<file path="src/rtl/pc_next_unit_pkg.sv">
// rtl/pc_next_unit_pkg.sv - shared fetch-unit types and constants
package pc_next_unit_pkg;

  // Fetch FSM: RUN fetches normally, REDIR squashes the wrong-path instruction
  typedef enum logic {
    RUN   = 1'b0,
    REDIR = 1'b1
  } pc_state_e;

  localparam logic [31:0] RESET_PC_DEFAULT = 32'h0000_0000;

  // Every instruction occupies one 32-bit word
  localparam logic [31:0] INSN_BYTES = 32'd4;

endpackage

</file>
<file path="src/rtl/pc_target_calc.sv">
// rtl/pc_target_calc.sv - redirect target selection for jumps and branches
module pc_target_calc
  import pc_next_unit_pkg::*;
(
  input  logic [31:0] dec_pc,
  input  logic [31:0] br_offset,
  input  logic        jmp_valid,
  input  logic [31:0] jmp_target,
  output logic [31:0] target
);

  logic [31:0] br_target;

  // Branch offset is in words and relative to the instruction after the branch
  assign br_target = dec_pc + INSN_BYTES + (br_offset << 2);

  // A jump wins over a branch seen in the same cycle
  assign target = jmp_valid ? jmp_target : br_target;

endmodule

</file>
<file path="src/rtl/pc_next_unit.sv">
// rtl/pc_next_unit.sv - next fetch address, redirect flush and taken counter
module pc_next_unit
  import pc_next_unit_pkg::*;
#(
  parameter logic [31:0] RESET_PC = RESET_PC_DEFAULT,
  parameter int          CNT_W    = 16
) (
  input  logic             clk,
  input  logic             rst,
  input  logic             stall,
  input  logic             br_valid,
  input  logic [1:0]       bcres,
  input  logic [31:0]      br_offset,
  input  logic             jmp_valid,
  input  logic [31:0]      jmp_target,
  output logic [31:0]      pc,
  output logic [31:0]      dec_pc,
  output logic             flush,
  output logic [CNT_W-1:0] taken_cnt
);

  pc_state_e   state_q;
  pc_state_e   state_d;
  logic        redirect;
  logic [31:0] target;
  logic        bcres_unused;

  // Only the condition-true bit of the evaluator result matters here
  assign bcres_unused = bcres[1];

  pc_target_calc u_target (
    .dec_pc     (dec_pc),
    .br_offset  (br_offset),
    .jmp_valid  (jmp_valid),
    .jmp_target (jmp_target),
    .target     (target)
  );

  // Redirect requests are only honoured while running and not stalled
  assign redirect = (state_q == RUN) && !stall &&
                    (jmp_valid || (br_valid && bcres[0]));

  // Squash lasts exactly as long as the REDIR state, so it is registered
  assign flush = (state_q == REDIR);

  // FSM state register
  always_ff @(posedge clk) begin
    if (rst) begin
      state_q <= RUN;
    end else begin
      state_q <= state_d;
    end
  end

  // FSM next state: stall freezes, REDIR always lasts one advancing cycle
  always_comb begin
    state_d = state_q;
    if (!stall) begin
      case (state_q)
        RUN:     state_d = redirect ? REDIR : RUN;
        REDIR:   state_d = RUN;
        default: state_d = RUN;
      endcase
    end
  end

  // Fetch and decode addresses follow the pipeline unless stalled
  always_ff @(posedge clk) begin
    if (rst) begin
      pc     <= RESET_PC;
      dec_pc <= RESET_PC;
    end else if (!stall) begin
      pc     <= redirect ? target : pc + INSN_BYTES;
      dec_pc <= pc;
    end
  end

  // Saturating count of redirects taken
  always_ff @(posedge clk) begin
    if (rst) begin
      taken_cnt <= '0;
    end else if (redirect && (taken_cnt != {CNT_W{1'b1}})) begin
      taken_cnt <= taken_cnt + CNT_W'(1);
    end
  end

endmodule

</file>
<file path="config.mk">
export PLATFORM = sky130hd
export DESIGN_NAME = pc_next_unit
export DESIGN_NICKNAME = d
export VERILOG_FILES = /design/src/rtl/pc_next_unit_pkg.sv /design/src/rtl/pc_target_calc.sv /design/src/rtl/pc_next_unit.sv
export SDC_FILE = /design/constraint.sdc
export NUM_CORES = 1
export LEC_CHECK = 0
export ABC_AREA = 1
export CAP_MARGIN = 30
export CORE_UTILIZATION = 48
export CTS_BUF_LIST = sky130_fd_sc_hd__clkbuf_16
export CTS_CLUSTER_SIZE = 24
export DETAILED_ROUTE_END_ITERATION = 6
export GPL_ROUTABILITY_DRIVEN = 0
export HOLD_SLACK_MARGIN = 0.02
export PLACE_DENSITY = 0.79
export SLEW_MARGIN = 30
export SYNTH_ARGS = -nofsm -noshare
export SYNTH_HDL_FRONTEND = slang
export SYNTH_HIERARCHICAL = 1
export SYNTH_SLANG_ARGS = --single-unit
</file>
<file path="constraint.sdc">
create_clock -name clk -period 2.2 [get_ports clk]
set_input_delay 0.22 -clock clk [delete_from_list [all_inputs] [get_ports clk]]
set_output_delay 0.22 -clock clk [all_outputs]
set_load 0.05 [all_outputs]
</file>
Word level (Yosys, flattened, before mapping)

Cells that the tools add are included.

Bits in registers: 81

Mux-type cells: 4
Bitwise operators: 1
$add $sub $neg: 4
Reduce and logical (&&, ||, !) cells: 6
Equal/unequal tests: 1

Operators with widths:

| cell                                                             | count |
|---|---|
| 32-bit by 3-bit adder with 32-bit output (second input constant) | 2 |
| 32-bit two-way mux                                               | 2 |
| 32-bit adder                                                     | 1 |
| 16-bit by 1-bit adder with 16-bit output (second input constant) | 1 |
| 16-bit != test (second input constant)                           | 1 |
| 1-bit logical AND                                                | 4 |
| 1-bit one-hot mux with 2 select lines                            | 1 |
| 1-bit zero test                                                  | 1 |
| 1-bit logical OR                                                 | 1 |
| 1-bit two-way mux                                                | 1 |
| 1-bit NOT                                                        | 1 |

Logic depth before layout (Yosys ltp)

Gate-level depths: netlist of run 1.

Depth after elaboration: 5
Depth in mapped cells: 18

Hierarchy

The synthesis of run 1 kept the hierarchy.

Modules (own cells, without submodules):

| module         | cells each | times used | area each (um^2) |
|---|---|---|---|
| pc_next_unit   | 665        | 1          | 4,342.9 |
| pc_target_calc | 563        | 1          | 2,960.3 |

Worst setup path before layout of run 1

No wires, ideal clock.

Kind: register to register
From: reg dec_pc[3]
To: reg pc[19]
Library setup time: 0.070 ns
Arrival time: 2.598 ns
Data required time: 2.130 ns
Setup slack: -0.468 ns
Period minus slack after synthesis: 2.668 ns
Stages on the path, launching flop included: 16
Buffers on the path: 0
Cells stage by stage: dfxtp_1 ha_1 ha_1 fa_1 nand3_1 nand3_2 nand2_1 nand3_2 and2_1 o21ai_1 nand3_1 nand2_1 nand2_1 nand2_1 inv_1 a21oi_1

Cells in the longest elaborated chain, start to end: 4

RTL lines:

| element                                  | line                 | source |
|---|---|---|
| start: declaration                       | pc_next_unit.sv:17   | `output logic [31:0] dec_pc,` |
| start signal: assignment                 | pc_next_unit.sv:74   | `dec_pc <= pc;` |
| 32-bit by 3-bit adder with 32-bit output | pc_target_calc.sv:15 | `assign br_target = dec_pc + INSN_BYTES + (br_offset << 2);` |
| 32-bit adder                             | pc_target_calc.sv:15 |  |
| 32-bit two-way mux                       | pc_target_calc.sv:18 | `assign target = jmp_valid ? jmp_target : br_target;` |
| named net target[19]                     | pc_next_unit.sv:25   | `logic [31:0] target;` |
| 32-bit two-way mux                       | pc_next_unit.sv:73   | `pc <= redirect ? target : pc + INSN_BYTES;` |
| end signal: assignment                   | pc_next_unit.sv:73   |  |
| end: declaration                         | pc_next_unit.sv:16   | `output logic [31:0] pc,` |

The timed path passes the listed nets, and every way through them passes these cells.
A chain may end at the register's enable or synchronous reset.

Worst setup path after layout of run 1

From: in br_offset[10]
To: reg pc[27]

Cells in the longest elaborated chain, start to end: 3

RTL lines:

| element              | line                 | source |
|---|---|---|
| start: declaration   | pc_next_unit.sv:13   | `input logic [31:0] br_offset,` |
| 32-bit adder         | pc_target_calc.sv:15 |  |
| 32-bit two-way mux   | pc_target_calc.sv:18 |  |
| named net target[27] | pc_next_unit.sv:25   |  |
| 32-bit two-way mux   | pc_next_unit.sv:73   |  |

The timed path passes the listed nets, and every way through them passes these cells.

==> flow_summary.toml, run 1 <==
[floorplan]
start_util_pct = 49.7
fp.dieArea_um2 = 15700
fp.dieW_um = 125
rows = 44
num_io_pins = 152
die_y_um = 125
fp.coreArea_um2 = 14700

[clock_tree]
clock_path_buffers = 2
clock_sinks = 81
cts_max_level = 3
cts_tree = "built"
clk_pin_slew_ns = 0.07
clock-root-buffer = "clkbuf_16"
cts_made_buffers = 9
clk_latency_ns = 0.35

[yosys]
synth_area_um2 = 7300
yosys.area.top_type = "nand2_1"
synthCells = 1228
yosys_warnings = 6
ys_seq_area_share_pct = 22.2
synth_edf_count = 0
synth_cell_types = 38
syn_nets = 1359
synth.area.top_cells = "nand2_1, dfxtp_1, ha_1, inv_1, nor2_1"
synth_seq_cells = 81
syn_area_per_cell_um2 = 5.95
synth_ff_type = "dfxtp_1"
yosysTopAreaCellShare_pct = 22.6
async_flop_share_pct = 0

[critical_path]
cp.arrival_ns = 2.54
crit_required_ns = 2.49
rr_worst_depth = 16
end_kind = "register"
path_class = "primary input to register"
startpoint_type = "primary input"
cp_max_fo = 4

[grt]
grt_use_met2_pct = 50.6
grt_pass1_vias = 7994
met1_usage_pct = 39.9
grt.overflow.total = 0
track_usage_pct = 31.5
grt_max_degree = 109
grt_pass1_wl_um = 39300
busiest_layer = "met2"
met3_usage_pct = 5.05
antenna_found_initial = 1

[sta]
slew_headroom_pct = 62.7
whs_ns = 0.503
hold_viol = 0
slew_violations = 0
tightest_slew_ns = 0.558
fmax_mhz = 444
setup_ws_ns = -0.0500
min_period_over_period_pct = 102
tns_ns = -0.0852
finClkSkew_ns = 0.00746
min_period_ns = 2.25
finalSetupViolCount = 5
rsz0062_at_grt = "true"

[power]
power_w = 0.00556
leakage_nw = 4.95
peakVddDrop_uv = 390
power_density_nw_per_um2 = 510

[hold_path]
hp-class = "register to register"
min_path_cells = 2

[finish]
final_util_pct = 74.2
area_growth_pct = 49.3
layout_commonest_cell = "nand2_1"
multi_input_area_um2 = 6060
final_cell_mix = "nand2_1, inv_1, clkdlybuf4s50_1"
drive_gt1_share_pct = 23.4
nNetsFinal = 1551
regArea_um2 = 1670
nFillCells = 1106

[placement]
hpwl_um = 18300
portBuffers = 148
detailedPlace.worstSlack_ns = -0.475

[routing]
vias = 8898
drt_iter0_drc = 1030
routed_wl_um = 26900
wl_per_cell_um = 16.7
remaining_drc_errors = 12
via_per_inst = 5.53
dr.pass1.iters = 7
final_antenna_net_count = 0

[run]
cap_violations = 0

[outcome]
status = "finished with violations"
violations = "design-rule violations, negative setup slack"
[timing repair]
item                                    CTS  global route
pin swaps                                 7            54
endpoints found under the setup margin   19            23
resized for setup                        57           160
hold buffers                              0             0
setup buffers                             2             5
[routing by layer]
metal | up-vias | routed length [um]
li1 | 4272 | -
met1 | 4032 | 10500
met2 | 483 | 12400
met3 | 111 | 2350
met4 | 0 | 1670
met5 | - | 0
[path summary, 6_finish.rpt]
check | start | endpoint | slack, ns
min | taken_cnt[15]$_SDFFE_PP0P_ | taken_cnt[15]$_SDFFE_PP0P_ | 0.50
max | br_offset[10] | pc[27]$_SDFFE_PP0N_ | -0.05
min reg2reg | taken_cnt[15]$_SDFFE_PP0P_ | taken_cnt[15]$_SDFFE_PP0P_ | 0.50
max reg2reg | dec_pc[3]$_SDFFE_PP0N_ | pc[25]$_SDFFE_PP0N_ | -0.02
[cell families (layout without fill, tap and decap cells)]
logic type	after synthesis	count (layout)	share of synthesized area (%)
flip-flops	81	81	22.2
adder cells (fa/ha/maj)	60	60	10.4
XOR/XNOR	24	24	2.88
other	0	1	0
AO/OA/AOI/OAI	162	162	11.6
buffers and inverters	190	387	10.5
AND/OR/NAND/NOR	711	711	42.5
[Yosys cell counts (all sizes together) (2+ instances only)]
cell type / n
nand2: 454
inv: 151
nor2: 136
nand3: 91
dfxtp: 81
o21ai: 76
a21oi: 71
ha: 59
clkbuf: 21
xnor2: 18
buf: 15
nand3b: 10
a31oi: 8
or2: 8
nand4: 7
xor2: 6
and2: 4
o21bai: 4
clkinv: 3
a21o: 2
[area by class of cell]
cell class / count / area share, %
inverter: 154 / 5.31
antenna: 1 / 0.0230
clock buffer: 10 / 2.30
sequential: 81 / 15.3
multi-input combinational: 957 / 55.6
clock inverter: 6 / 0.356
timing repair buffer: 217 / 19.0
tap: 184 / 2.11
[report_power, final]
group          switching [W]  internal [W]  total (W)
registers           0.000132       0.00156    0.00169
logic                0.00137      0.000993    0.00236
clock network       0.000675      0.000835    0.00151
total                0.00217       0.00339    0.00556
[registers in the layout, summed over array words and instances (netlist names)]
name / count
dec_pc: 32
pc: 32
taken_cnt: 16
flush: 1
[critical path: stages]
cell and delay, ns:
clkdlybuf4s50_1 0.53, ha_4 0.23, ha_4 0.29, buf_6 0.13
nand2_8 0.06, nor2_2 0.16, nand2_1 0.09, nor2_1 0.12
nand2_2 0.10, nand4_1 0.12, nand3_1 0.10, nand2_1 0.09
nand2_1 0.07, nand2_1 0.08, inv_1 0.04, a21oi_1 0.10
[per-stage QoR]
step | cell area (um^2) | instances
floorplan | 7370 | 1228
global placement | 9390 | 1586
detailed placement | 9390 | 1586
CTS | 10000 | 1604
global route | 10900 | 1610
finish | 10900 | 1610
No activity file was read; power rests on OpenSTA's default activity.
==> inputs of run 2 (changes only) <==
Clock period 2.2 ns to 1.9 ns, I/O delays scaled along.
==> run 2 against run 1 <==
Effect of this change: the flow still finishes with violations (design-rule violations, negative setup slack); sequential power rose by 14%; non-clock buffer count increased by 13; setup slack got worse by 0.29 ns; total power is 16% higher; critical path depth is the same; clock power grew 16%; final area is 1.6% higher; critical endpoint is now pc[17]$_SDFFE_PP0N_; via count fell by 0.97%; die area unchanged; clock skew down 0.00069 ns.
==> flow_summary.toml, run 2 (same netlist as run 1, synthesis figures left out) <==
[finish]
antenna_cells = 0
nNetsFinal = 1564
area_growth_pct = 51.6
largest_registers = "dec_pc (32), pc (32), taken_cnt (16)"
layout_commonest_cell = "nand2_1"
final_cell_mix = "nand2_1, inv_1, clkdlybuf4s50_1"
drive_gt1_share_pct = 24.7

[sta]
min_period_over_period_pct = 118
whs_ns = 0.512
finalSetupViolCount = 26
slew_headroom_pct = 53.8
fmax_mhz = 446
hold_viol = 0
finClkSkew_ns = 0.00677
tightest_slew_ns = 0.686
slew_violations = 0
tns_ns = -5.59
setup_ws_ns = -0.340
min_period_ns = 2.24
rsz0062_at_grt = "true"

[floorplan]
num_io_pins = 152
fp.coreArea_um2 = 14700
rows = 44
fp.dieArea_um2 = 15700
die_y_um = 125
fp.dieW_um = 125
start_util_pct = 49.7

[clock_tree]
clk_latency_ns = 0.35
clk_pin_slew_ns = 0.07
cts_max_level = 3
cts_made_buffers = 9
clock_sinks = 81
clock-root-buffer = "clkbuf_16"
clock_path_buffers = 2
cts_tree = "built"

[routing]
dr.pass1.iters = 7
vias = 8812
routed_wl_um = 26400
final_antenna_net_count = 0
remaining_drc_errors = 12
via_per_inst = 5.43
drt_iter0_drc = 826
wl_per_cell_um = 16.3

[grt]
grt_max_degree = 78
antenna_found_initial = 0
grt.overflow.total = 0
track_usage_pct = 33.5
grt_pass1_wl_um = 41700
grt_pass1_vias = 8353

[critical_path]
cp_max_fo = 4
crit_top_cell = "nand2_1"
startpoint_type = "register"
worst-path-buf-inv = 1
crit_chain = "ha_4, ha_4, fa_2, nand3_2, nand3_4, nand2_2, nand2_4, nand3_2, nand2_1, nand2_1, nand3_1, nand2_1, nand2_1, nand2_1, inv_1, a21oi_1"
critPathSlowestCell = "fa_2"
end_kind = "register"
path_class = "register to register"
critical_path.top_delay_family = "simple AND/OR/NAND/NOR gates"
crit_required_ns = 2.19
cp.arrival_ns = 2.53
max_stage_delay_ns = 0.36

[power]
power_w = 0.00644
leakage_nw = 5.06
power_density_nw_per_um2 = 581
peakVddDrop_uv = 408

[run]
cap_violations = 0

[placement]
detailedPlace.worstSlack_ns = -0.643
hpwl_um = 19200
portBuffers = 148

[outcome]
status = "finished with violations"
violations = "design-rule violations, negative setup slack"

[hold_path]
hp-class = "register to register"
## run 2: cell types whose count changed in the layout (fill, tap and decap cells not counted), moves of 7 or more
| cell | change |
|---|---|
| dfxtp_2 | -21 |
| dfxtp_4 | +21 |
| buf_4 | +12 |
| dlygate4sd2_1 | +10 |
| inv_1 | -7 |
## run 2: repair_timing
item | 4_1_cts | 5_1_grt
cloned | 0 | 0
setup endpoints to repair | 28 | 34
hold buffers | 0 | 0
resized for setup | 74 | 58
setup buffers | 6 | 5
pin swaps | 57 | 48
## run 2: through the flow
| step | cell area (um^2) | util [%] | std cells |
|---|---|---|---|
| after floorplan | 8190 | - | 1228 |
| after detailed placement | 10300 | 70.1 | 1595 |
| after global placement | 10300 | 70.1 | 1595 |
| after global routing | 11100 | 75.3 | 1622 |
| final | 11100 | 75.3 | 1622 |
| after CTS | 10900 | 73.9 | 1617 |
## run 2: final cells by class
| type | instances | area (um^2) |
|---|---|---|
| clock buffers | 10 | 250 |
| clock inverters | 6 | 40.0 |
| fillers | 1153 | 3620 |
| inverters | 154 | 579 |
| multi-input cells | 957 | 6080 |
| flip-flops and latches | 81 | 1730 |
| well taps | 184 | 230 |
| repair buffers | 230 | 2170 |
## run 2: worst paths after layout
check                                  start                         end  slack (ns)  depth (start not counted)
setup / recovery      dec_pc[3]$_SDFFE_PP0N_         pc[17]$_SDFFE_PP0N_       -0.34                         16
hold / removal    taken_cnt[15]$_SDFFE_PP0P_  taken_cnt[15]$_SDFFE_PP0P_        0.51                          2
hold reg to reg   taken_cnt[15]$_SDFFE_PP0P_  taken_cnt[15]$_SDFFE_PP0P_        0.51                          2
setup reg to reg      dec_pc[3]$_SDFFE_PP0N_         pc[17]$_SDFFE_PP0N_       -0.34                         16
## run 2: layer usage
metal | vias up | share of wire, % | track usage, %
li1 | 4299 | - | -
met1 | 3979 | 40 | 40.8
met2 | 432 | 47 | 56.4
met3 | 102 | 7.7 | 5.82
met4 | 0 | 5.1 | 17.4
met5 | - | 0 | 0
## run 2: worst register-to-register path, delay by kind of cell, from the launching register on
kind	cells	cell delay [ns]
AND/OR/NAND/NOR	11	0.97
flip-flops	1	0.35
AO/OA/AOI/OAI	1	0.10
adder cells (fa/ha/maj)	3	0.74
buffers and inverters	1	0.04
## run 2: where the power goes
group          leakage [nW]  switching [W]  internal, W
clock                 0.142       0.000788     0.000967
combinational          4.23        0.00159      0.00117
sequential            0.685       0.000139      0.00179
